==> src/rtl/booth_pkg.sv <==
// booth_pkg: shared state/digit types and radix-4 Booth recoding for the Booth multiplier.
package booth_pkg;
  typedef enum logic [1:0] {IDLE, RUN, DONE} state_t;
  typedef enum logic [2:0] {ZERO, P1, P2, M1, M2} digit_t;
  function automatic digit_t booth_recode(input logic [2:0] g);
    return (g == 3'b001 || g == 3'b010) ? P1 :
           (g == 3'b011)                ? P2 :
           (g == 3'b100)                ? M2 :
           (g == 3'b101 || g == 3'b110) ? M1 : ZERO;
  endfunction
endpackage

==> src/rtl/booth_r4_recode_add.sv <==
// booth_r4_recode_add: recodes one Booth group and adds digit*M to the accumulator.
module booth_r4_recode_add
  import booth_pkg::*;
#(
  parameter int W2 = 10
) (
  input  logic [2:0]  i_grp,
  input  logic [W2-1:0] i_m,
  input  logic [W2:0] i_a,
  output logic [W2:0] o_a
);
  digit_t      w_dig;
  logic [W2:0] w_m1, w_m2, w_addend;
  assign w_dig = booth_recode(i_grp);
  assign w_m1  = {i_m[W2-1], i_m};
  assign w_m2  = {i_m, 1'b0};
  always_comb
    w_addend = (w_dig == P1) ? w_m1 :
               (w_dig == P2) ? w_m2 :
               (w_dig == M1) ? -w_m1 :
               (w_dig == M2) ? -w_m2 : '0;
  assign o_a = i_a + w_addend;
endmodule

==> src/rtl/booth_r4_mult_param.sv <==
// booth_r4_mult_param: sequential radix-4 Booth multiplier, signed/unsigned, go/over handshake.
module booth_r4_mult_param
  import booth_pkg::*;
#(
  parameter int WIDTH = 8
) (
  input  logic               clk,
  input  logic               clr,
  input  logic               go,
  input  logic               signed_mode,
  input  logic [WIDTH-1:0]   multiplier,
  input  logic [WIDTH-1:0]   multiplicand,
  output logic               busy,
  output logic               over,
  output logic [2*WIDTH-1:0] product
);
  localparam int W2   = WIDTH + 2;
  localparam int ITER = W2 / 2;
  localparam int CW   = $clog2(ITER + 1);
  localparam logic [CW-1:0] ITER_C = CW'(ITER);
  state_t              r_state;
  logic [W2-1:0]       r_m, r_q;
  logic [W2:0]         r_a;
  logic                r_qm1, r_busy, r_over;
  logic [CW-1:0]       r_cnt;
  logic [2*WIDTH-1:0]  r_product;
  logic [W2-1:0]       w_mx, w_qx;
  logic [W2:0]         w_a;
  logic [2*W2+1:0]     w_sh;
  // Two extra bits keep unsigned max operands positive so one Booth datapath serves both modes
  assign w_mx = signed_mode ? {{2{multiplicand[WIDTH-1]}}, multiplicand} : {2'b00, multiplicand};
  assign w_qx = signed_mode ? {{2{multiplier[WIDTH-1]}}, multiplier} : {2'b00, multiplier};
  booth_r4_recode_add #(.W2(W2)) u_recode_add (
    .i_grp({r_q[1:0], r_qm1}),
    .i_m  (r_m),
    .i_a  (r_a),
    .o_a  (w_a)
  );
  assign w_sh = $signed({w_a, r_q, r_qm1}) >>> 2;
  always_ff @(posedge clk or negedge clr) begin
    if (!clr) begin
      r_state   <= IDLE;
      r_m       <= '0;
      r_q       <= '0;
      r_a       <= '0;
      r_qm1     <= 1'b0;
      r_cnt     <= '0;
      r_busy    <= 1'b0;
      r_over    <= 1'b0;
      r_product <= '0;
    end else begin
      r_over <= 1'b0;
      case (r_state)
        IDLE: if (go) begin
          r_state <= RUN;
          r_busy  <= 1'b1;
          r_a     <= '0;
          r_q     <= w_qx;
          r_qm1   <= 1'b0;
          r_m     <= w_mx;
          r_cnt   <= ITER_C;
        end
        RUN: begin
          r_a   <= w_sh[2*W2+1:W2+1];
          r_q   <= w_sh[W2:1];
          r_qm1 <= w_sh[0];
          r_cnt <= r_cnt - 1'b1;
          if (r_cnt == CW'(1)) begin
            r_state   <= DONE;
            r_over    <= 1'b1;
            r_product <= w_sh[2*WIDTH:1];
          end
        end
        DONE: begin
          r_state <= IDLE;
          r_busy  <= 1'b0;
        end
        default: r_state <= IDLE;
      endcase
    end
  end
  assign busy    = r_busy;
  assign over    = r_over;
  assign product = r_product;
endmodule

==> config.mk <==
export PLATFORM = sky130hd
export DESIGN_NAME = booth_r4_mult_param
export DESIGN_NICKNAME = d
export VERILOG_FILES = /design/src/rtl/booth_pkg.sv /design/src/rtl/booth_r4_recode_add.sv /design/src/rtl/booth_r4_mult_param.sv
export SDC_FILE = /design/constraint.sdc
export NUM_CORES = 1
export LEC_CHECK = 0
export BUFFER_PORTS_ARGS = -buffer_cell sky130_fd_sc_hd__clkbuf_2
export CORE_MARGIN = 4
export CORE_UTILIZATION = 58
export CTS_CLUSTER_SIZE = 40
export DETAILED_ROUTE_END_ITERATION = 8
export MAX_ROUTING_LAYER = met4
export PLACE_DENSITY_LB_ADDON = 0.15
export SLEW_MARGIN = 20
export SYNTH_ARGS = -nofsm -noshare
export SYNTH_HDL_FRONTEND = slang
export SYNTH_SLANG_ARGS = --single-unit
==> constraint.sdc <==
create_clock -name clk -period 3.7 [get_ports clk]
set_clock_uncertainty 0.15 [all_clocks]
set_input_delay 0.74 -clock clk [delete_from_list [all_inputs] [get_ports clk]]
set_output_delay 0.74 -clock clk [all_outputs]
set_load 0.05 [all_outputs]
Word-level counts from Yosys, hierarchy flattened
Index checks and enable logic that the tools add are counted.
Widths: inputs -> output; s select.
{"block": "classes", "reduce_logical": 10, "add_sub_neg": 4, "muxes": 25, "n_eq_ne": 15}
{"cell": "$mux 11", "n": 5}
{"cell": "$mux 10", "n": 3}
{"cell": "$neg 11->11", "n": 2}
{"cell": "$pmux 11 s2", "n": 1}
{"cell": "$pmux 10 s2", "n": 1}
{"cell": "$eq 3x2->1 const B", "n": 4}
{"cell": "$eq 3x3->1 const B", "n": 4}
{"cell": "$mux 3", "n": 4}
{"cell": "$add 11x11->11", "n": 1}
{"cell": "$reduce_and 2->1", "n": 5}
{"cell": "$eq 3x1->1 const B", "n": 3}
{"cell": "$mux 2", "n": 3}
{"cell": "$pmux 3 s2", "n": 1}
{"cell": "$mux 1", "n": 4}
{"cell": "$ne 2x2->1 const B", "n": 2}
{"cell": "$pmux 1 s2", "n": 2}
{"cell": "$pmux 2 s2", "n": 1}
{"cell": "$reduce_bool 2->1", "n": 2}
{"cell": "$sub 3x1->3 const B", "n": 1}
{"cell": "$eq 2x1->1 const B", "n": 1}
{"cell": "$eq 2x2->1 const B", "n": 1}
{"cell": "$logic_not 2->1", "n": 1}
{"cell": "$logic_or 1x1->1", "n": 2}
{"block": "word_totals", "register_bits": 55}

Depth between registers and ports, before layout
Gate-level depths: netlist (run 1).
{"block": "logic_depth", "depth_word": 13, "mapped_depth": 17}

Hierarchy
From an unflattened synthesis (run 1), not the netlist that was laid out.
{"block": "hier_totals", "hier_cells": 300, "hier_area_um2": 3094.2}
{"module": "booth_r4_mult_param", "instances": 1, "cells_each": 158, "area_per_inst_um2": 2117.0}
{"module": "booth_r4_recode_add", "instances": 1, "cells_each": 142, "area_per_inst_um2": 977.2}

Least setup slack after synthesis (run 1)
OpenSTA, ideal clock, no wires.
{"block": "synth_timing", "path_type": "reg-to-reg", "start": "register r_m[2]", "end": "register r_a[9]", "path_buffers": 1, "setup_slack_ns": 0.338, "setup_time_ns": 0.124, "period_less_slack_ns": 3.362, "stages_incl_launch_ff": 15, "arrival_ns": 3.088, "cell_sequence": "dfrtp_1 buf_6 or4_4 nor4_1 xor2_1 mux2i_1 mux4_2 ha_1 o21ai_0 o21ai_0 o21ai_0 a31oi_1 xnor2_2 nor3_1 o21bai_1"}
{"block": "synth_via", "elab_chain_len": 7}
{"element": "from (decl)", "line_no": "booth_r4_mult_param.sv:22", "source": "logic [W2-1:0] r_m, r_q;"}
{"element": "from (signal assigned)", "line_no": "booth_r4_mult_param.sv:60", "source": "r_m <= w_mx;"}
{"element": "$neg 11->11", "line_no": "booth_r4_recode_add.sv:21", "source": "(w_dig == M2) ? -w_m2 : '0;"}
{"element": "$mux 11", "line_no": "booth_r4_recode_add.sv:21"}
{"element": "$mux 11", "line_no": "booth_r4_recode_add.sv:20", "source": "(w_dig == M1) ? -w_m1 :"}
{"element": "$mux 11", "line_no": "booth_r4_recode_add.sv:19", "source": "(w_dig == P2) ? w_m2 :"}
{"element": "$mux 11 (*)", "line_no": "booth_r4_recode_add.sv:18", "source": "w_addend = (w_dig == P1) ? w_m1 :"}
{"element": "$add 11x11->11 (*)", "line_no": "booth_r4_recode_add.sv:22", "source": "assign o_a = i_a + w_addend;"}
{"element": "$pmux 11 s2 (*)", "line_no": "booth_r4_mult_param.sv:53", "source": "case (r_state)"}
{"element": "to (signal assigned)", "line_no": "booth_r4_mult_param.sv:64", "source": "r_a <= w_sh[2*W2+1:W2+1];"}
{"element": "to (decl)", "line_no": "booth_r4_mult_param.sv:23", "source": "logic [W2:0] r_a;"}
Mark *: on every way between the ends. The rest lies on a longest branch, timed or not.
A chain may end at the register's enable or synchronous reset.

Final worst setup path (run 1)
{"block": "layout_timing", "start": "register r_m[0]", "end": "register r_a[9]"}
Same word-level chain as after synthesis.

==> results of run 1 <==
[per-stage QoR]
stage | utilization [%] | setup WS (ns) | hold slack (ns)
after floorplan | - | 0.338 | 0.294
after global placement | 65.8 | 0.193 | 0.306
after detailed placement | 65.8 | 0.0526 | 0.312
after CTS | 67.6 | 0.0364 | 0.339
after global routing | 69.6 | -0.0684 | 0.368
final | 69.6 | 0.143 | 0.325
[cells by family (layout without fill, tap and decap cells)]
logic type,after synthesis,after routing
DFF,52,52
xor gates and xnor gates,18,18
adders and majority gates,14,14
and+or+nand+nor,134,134
buffers and inverters,35,72
AOI/OAI and AO/OA,101,101
muxes,13,13
[worst max path at each step]
| stage | cells after the start | from | end |
|---|---|---|---|
| after floorplan | 14 | r_m[2] | r_a[9] |
| after global placement | 16 | r_m[0] | r_a[9] |
| after detailed placement | 16 | r_m[1] | r_a[9] |
| after CTS | 16 | r_m[1] | r_a[9] |
| after global routing | 16 | r_m[0] | r_a[9] |
| final | 16 | r_m[0] | r_a[9] |
[final cells by class]
cell class	count	area share, %
flip-flops and latches	52	35.9
inverters	13	1.35
multi-input cells	280	49.6
clock inverters	3	0.760
clock buffers	5	1.90
well taps	70	2.42
repair buffers	51	8.02
[routing by layer]
| layer | share of wire [%] | global-route usage (%) | routed length [um] | vias up |
|---|---|---|---|---|
| li1 | - | - | - | 1342 |
| met1 | 45 | 30.7 | 3200 | 1292 |
| met2 | 48 | 36.4 | 3390 | 72 |
| met3 | 5.7 | 3.40 | 405 | 8 |
| met4 | 0.96 | 6.48 | 68 | 0 |
| met5 | 0 | - | 0 | - |
[repair_timing]
action / in CTS / in global routing
endpoints found under the setup margin: 0 / 2
gates resized for setup: 0 / 17
buffers inserted: 0 / 4
[cells in the mapped netlist (6+ instances only)]
library cell	number
inv_1	13
a22oi_1	9
xor2_1	9
nor2_1	25
a21oi_1	18
nand2_1	65
clkbuf_1	20
nor2b_1	13
a31oi_1	6
ha_1	13
o21ai_0	45
nor3_1	8
mux2_2	7
xnor2_1	8
dfrtp_1	52
[state kept, by name, summed over array words and instances, names as in the netlist]
register / cells
over: 1
r_cnt: 3
r_m: 9
r_a: 9
r_q: 10
r_state: 2
product: 16
busy: 1
r_qm1: 1
==> metrics.cfg, run 1 <==
[floorplanning]
io_pins=38
die_height_um=81.9
core_mm2=0.00520
start_util_pct=60.8
placementRows=26
die_w_um=81.9
die_area_mm2=0.00671

[outcome]
outcome=complete, no violations

[grt]
antenna_found_initial=0
gr-total-overflow=0
grt_pass1_wl_um=11700
grt.total_usage_pct=23.0
grt_max_degree=33
grt_pass1_vias=2556

[cells_and_area]
drive_gt1_share_pct=20.5
fillCellCount=445
layout_common_cells=nand2_1 (65), dfrtp_1 (52), o21ai_0 (42)
fin_area_mm2=0.00362
area_growth_pct=14.3
fin_cells=474
seqCellArea_mm2=0.00130
antenna_cells=0
final_common_cell=nand2_1
multiInputGateArea_mm2=0.00180
nets=437

[synthesis]
yosys.area_share.simple_pct=19.5
synthAdderAreaFrac_pct=5.77
synth_cell_types=44
synth_edf_count=0
synth_top_area_cell=dfrtp_1
synth_area_per_cell_um2=8.63
synth_cells=367
ys_ff_latch=52
synth_top_family_by_area=simple AND/OR/NAND/NOR gates
seq_area_frac_synth_pct=41.1
synth_top_area_share_pct=41.1
synth_compound_area_share_pct=19.2
synthTopCellsByArea=dfrtp_1 (41%), nand2_1 (7.7%), o21ai_0 (7.1%)
synthesis.area_mm2=0.00317
synth_ff_type=dfrtp_1
syn-num-nets=401
synth_xor_area_share_pct=5.22
async_reset_ff_share_pct=100
yosysWarnings=0
synth_mux_area_share_pct=4.78

[timing]
tns_ns=0
tightest_slew_ns=0.785
layout_min_cycle_time_ns=3.56
slew-limit-headroom_pct=47.6
slew_violations=0
fmax_ghz=0.281
setup_violations=0
report.final.hold_viol_count=0
post-route-period-util_pct=96.1

[worst_setup_path]
cp_data_arrival_time_ns=3.61
required_ns=3.75
worstPathCellList=inv_2 -> ha_4 -> or4b_4 -> nor2_4 -> xnor2_1 -> inv_1 -> mux2i_1 -> mux4_2 -> ha_4 -> o21ai_0 -> o21ai_1 -> o21ai_1 -> a31oi_2 -> xnor2_2 -> nor3_1 -> o21bai_1
path_max_fanout=4
crit_type=reg -> reg
end_kind=register
reg2reg_depth=16
r2r-end=r_a[9]
start_kind=register
worst_path_max_delay_cell=or4b_4
cp_top_family=compound AO/OA/AOI/OAI gates
slowest_delay_ns=0.50
reg2reg_slack_ns=0.14
rr_startpoint=r_m[0]
path_buf_inv=2

[clock_network]
cts_inserted_buffers=5
cts_htree_levels=2
cts_root_buf=clkbuf_8
clkLatencyLatePin_ns=0.31
cts.sinks=52
clk_pin_slew_ns=0.11
clockBufferDepth=2
tritoncts=done
holdBufCountCts=0

[place]
postPlaceCellArea_mm2=0.00342
place_congestion=0.877
placed_cells=462
dpl.hpwl_um=5110
portBuffers=37

[job]
cap_violations=0

[routing]
final_antenna_net_count=0
wl_um=7060
vias=2714
first_pass_iters=5
drt_iter0_markers=134
vias_per_cell=5.73
drc=0
wire_per_inst_um=14.9

[worst_hold_path]
hold_class=in -> async

Power of run 1 is not shown: default switching activity piles up to over one toggle a cycle in this logic, so the estimate is an artifact.
==> inputs of run 2 (changes only) <==
BUFFER_PORTS_ARGS = unset   (was -buffer_cell sky130_fd_sc_hd__clkbuf_2)
CORE_UTILIZATION = 64   (was 58)
DONT_BUFFER_PORTS = 1   (was unset)
==> metrics.cfg, run 2 (synthesis results as in run 1) <==
[grt]
grt_pass1_vias=2420
grt_pass1_wl_um=11400
grt.total_usage_pct=23.8
gr-total-overflow=0
antenna_found_initial=0
grt_max_degree=53

[cells_and_area]
fin_area_mm2=0.00342
fin_cells=432
area_growth_pct=8.14
nets=398
final_common_cell=nand2_1
largest_register_ffs=16
layout_common_cells=nand2_1 (65), dfrtp_1 (51), o21ai_0 (42)
drive_gt1_share_pct=11.8
antenna_cells=0

[place]
portBuffers=0
place_congestion=0.949
postPlaceCellArea_mm2=0.00321
placed_cells=419
dpl.hpwl_um=4780

[timing]
post-route-period-util_pct=95.4
tns_ns=0
layout_min_cycle_time_ns=3.53
hold_slack_ns=0.124
fmax_ghz=0.283
slew-limit-headroom_pct=50.8
setup_violations=0
tightest_slew_ns=0.736
slew_violations=0
report.final.hold_viol_count=0

[routing]
vias=2560
met3RoutedLength_um=384
final_antenna_net_count=0
vias_per_cell=5.93
drt_iter0_markers=172
first_pass_iters=4
topRoutingLayerUsed=met4
wl_met2_um=3090
wire_per_inst_um=15.5
drc=0
wl_met1_um=3180
wl_um=6720

[worst_setup_path]
rr_startpoint=r_m[1]
r2r-end=r_a[9]
critPathLaunch=r_m[1]
path_max_fanout=4
reg2reg_depth=16
crit_type=reg -> reg
cp_data_arrival_time_ns=3.58
end_kind=register
required_ns=3.75
reg2reg_slack_ns=0.17
start_kind=register

[clock_network]
cts_htree_levels=2
clk_pin_slew_ns=0.09
clkLatencyLatePin_ns=0.31
clockBufferDepth=2
cts_inserted_buffers=5
cts_root_buf=clkbuf_8
cts.sinks=52
tritoncts=done

[floorplanning]
die_w_um=78.3
start_util_pct=66.6
io_pins=38
die_height_um=78.3
placementRows=25
die_area_mm2=0.00614
core_mm2=0.00475

[job]
cap_violations=0

[worst_hold_path]
hold_class=in -> async

[outcome]
outcome=complete, no violations

==> run 2: cell count changes in the layout (fill, tap and decap cells not counted), sizes merged <==
cell      before  now
buf           14   12
clkinvlp       1    0
clkbuf        42    6
==> run 2: how the worst max path moves through the flow <==
stage | to | depth (start not counted) | slack, ns
6_report | r_a[9] | 16 | 0.17
5_1_grt | r_a[7] | 14 | -0.02
4_1_cts | r_a[9] | 16 | 0.003
3_5_place_dp | r_a[9] | 16 | -0.02
3_3_place_gp | r_a[9] | 13 | 0.20
2_1_floorplan | r_a[9] | 14 | 0.34
==> run 2: through the flow <==
step	utilization (%)	worst slack (ns)
final	72.0	0.170
after global routing	72.0	-0.0212
after CTS	70.2	0.00316
after detailed placement	67.6	-0.0185
after global placement	67.6	0.200
after floorplan	-	0.338
==> run 2: layout make-up <==
type	instances	area [um2]
Sequential cell	52	1300
Fill cell	380	1330
Clock buffer	6	82.6
Clock inverter	2	13.8
Tap cell	67	83.8
Inverter	13	48.8
Timing Repair Buffer	12	110
Multi-Input combinational cell	280	1780
==> run 2: critical path: stages (launching register included) <==
cell      delay (ns)
dfrtp_1         0.42
inv_2           0.09
ha_4            0.14
or4b_4          0.48
nor2_2          0.12
xnor2_1         0.09
inv_1           0.09
mux2i_1         0.06
mux4_2          0.49
ha_4            0.30
o21ai_0         0.10
o21ai_1         0.19
o21ai_1         0.11
a31oi_2         0.20
xnor2_2         0.14
nor3_1          0.06
o21bai_1        0.17
==> run 2: per-layer routing <==
layer	GRT usage (%)	up-vias
met4	6.29	0
met3	4.01	7
met5	-	-
met1	33.2	1202
li1	-	1267
met2	36.6	84
==> run 2: repair_timing <==
action,4_1_cts,5_1_grt
gates resized for setup,1,14
setup endpoints to repair,1,2
pin swaps,0,2
setup buffers,0,4
endpoints found under the hold margin,52,0
hold buffers,1,0
Power of run 2 is left out for the same reason.
==> inputs of run 3 (changes only) <==
CELL_PAD_IN_SITES_DETAIL_PLACEMENT = 1   (was unset)
CELL_PAD_IN_SITES_GLOBAL_PLACEMENT = 1   (was unset)
CORE_UTILIZATION = 48   (was 64)
RECOVER_POWER = 25   (was unset)
==> metrics.cfg, run 3 (synthesis results as in run 1) <==
[outcome]
outcome=finished with violations
violations=capacitance limit, slew limit

[cells_and_area]
area_growth_pct=7.63
fin_cells=441
antenna_cells=0
drive_gt1_share_pct=10.7
nets=397
layout_common_cells=nand2_1 (65), dfrtp_1 (50), o21ai_0 (44)
largest_register_ffs=16
final_common_cell=nand2_1
fin_area_mm2=0.00341

[routing]
first_pass_iters=4
final_antenna_net_count=0
vias_per_cell=5.82
drt_iter0_markers=60
drc=0
vias=2565
wl_um=7660
wire_per_inst_um=17.4

[floorplanning]
die_w_um=89.2
io_pins=38
placementRows=29
start_util_pct=49.6
die_height_um=89.2
die_area_mm2=0.00796
core_mm2=0.00639

[timing]
hold_slack_ns=0.350
slew_violations=53
tightest_slew_ns=2.39
tns_ns=0
setup_violations=0
layout_min_cycle_time_ns=3.53
slew-limit-headroom_pct=-59.6
post-route-period-util_pct=95.4
fmax_ghz=0.283
rsz0062_at_grt=true
report.final.hold_viol_count=0

[clock_network]
cts_root_buf=clkbuf_8
cts_htree_levels=2
tritoncts=done
cts.sinks=52
clk_pin_slew_ns=0.10
clkLatencyLatePin_ns=0.31
clockBufferDepth=2
cts_inserted_buffers=5

[worst_setup_path]
required_ns=3.75
reg2reg_slack_ns=0.17
start_kind=register
reg2reg_depth=16
r2r-end=r_a[9]
path_max_fanout=5
end_kind=register
rr_startpoint=r_m[0]
crit_type=reg -> reg
critPathLaunch=r_m[0]
cp_data_arrival_time_ns=3.58

[place]
place_congestion=0.908
placed_cells=431
postPlaceCellArea_mm2=0.00324
dpl.hpwl_um=5810
portBuffers=0

[worst_hold_path]
min_to=r_cnt[2]
hold_class=reg -> reg
hold_path_depth=1
worstHoldStart=r_cnt[2]

[grt]
grt.total_usage_pct=22.4
grt_pass1_vias=2677
grt_max_degree=53
antenna_found_initial=0
grt_pass1_wl_um=13400
gr-total-overflow=0

[job]
cap_violations=1

==> run 3: cell count changes in the layout (fill, tap and decap cells not counted), sizes merged <==
cell | previous run | this run
buf | 12 | 10
clkinv | 1 | 0
bufinv | 0 | 1
clkdlybuf4s25 | 0 | 1
==> run 3: timing repair <==
action                                 4_1_cts  5_1_grt
gates resized for setup                      1       10
hold buffers                                 1        0
setup buffers                                1        0
endpoints found under the hold margin       52        0
setup endpoints to repair                    1        4
pin swaps                                    0        1
==> run 3: how the worst max path moves through the flow <==
stage / slack, ns / endpoint
after floorplan: 0.34 / r_a[9]
after global placement: 0.17 / r_a[9]
after detailed placement: -0.02 / r_a[9]
after CTS: 0.004 / r_a[9]
after global routing: -0.04 / r_a[9]
final: 0.17 / r_a[9]
==> run 3: area by class of cell <==
cell class / instances / area, um2
Clock buffer: 6 / 72.6
Clock inverter: 2 / 38.8
Fill cell: 768 / 2980
Inverter: 13 / 48.8
Multi-Input combinational cell: 280 / 1760
Sequential cell: 52 / 1300
Tap cell: 77 / 96.3
Timing Repair Buffer: 11 / 85.1
==> run 3: metrics by stage <==
stage          worst slack, ns  utilization [%]
6_report                 0.169             53.4
5_1_grt                -0.0360             53.4
4_1_cts                0.00439             53.1
3_5_place_dp           -0.0172             50.7
3_3_place_gp             0.168             50.7
2_1_floorplan            0.338                -
==> run 3: worst max-delay path, stage by stage (launching register included) <==
cell and delay, ns:
dfrtp_2 0.45, inv_2 0.09, ha_4 0.16, or4b_4 0.48
nor2_2 0.11, xnor2_1 0.08, inv_1 0.08, mux2i_1 0.07
mux4_2 0.50, ha_4 0.30, o21ai_0 0.10, o21ai_0 0.15
o21ai_0 0.10, a31oi_1 0.24, xnor2_2 0.15, nor3_1 0.06
o21bai_1 0.17
==> run 3: routing by layer <==
layer / wire length [um] / up-vias / part of all wire (%) / GRT usage [%]
met5: 0 / - / 0 / -
met4: 105 / 0 / 1.4 / 5.41
met3: 242 / 10 / 3.2 / 3.78
met2: 3550 / 43 / 46 / 35.2
met1: 3760 / 1255 / 49 / 30.2
li1: - / 1257 / - / -
Power of run 3 is left out for the same reason.
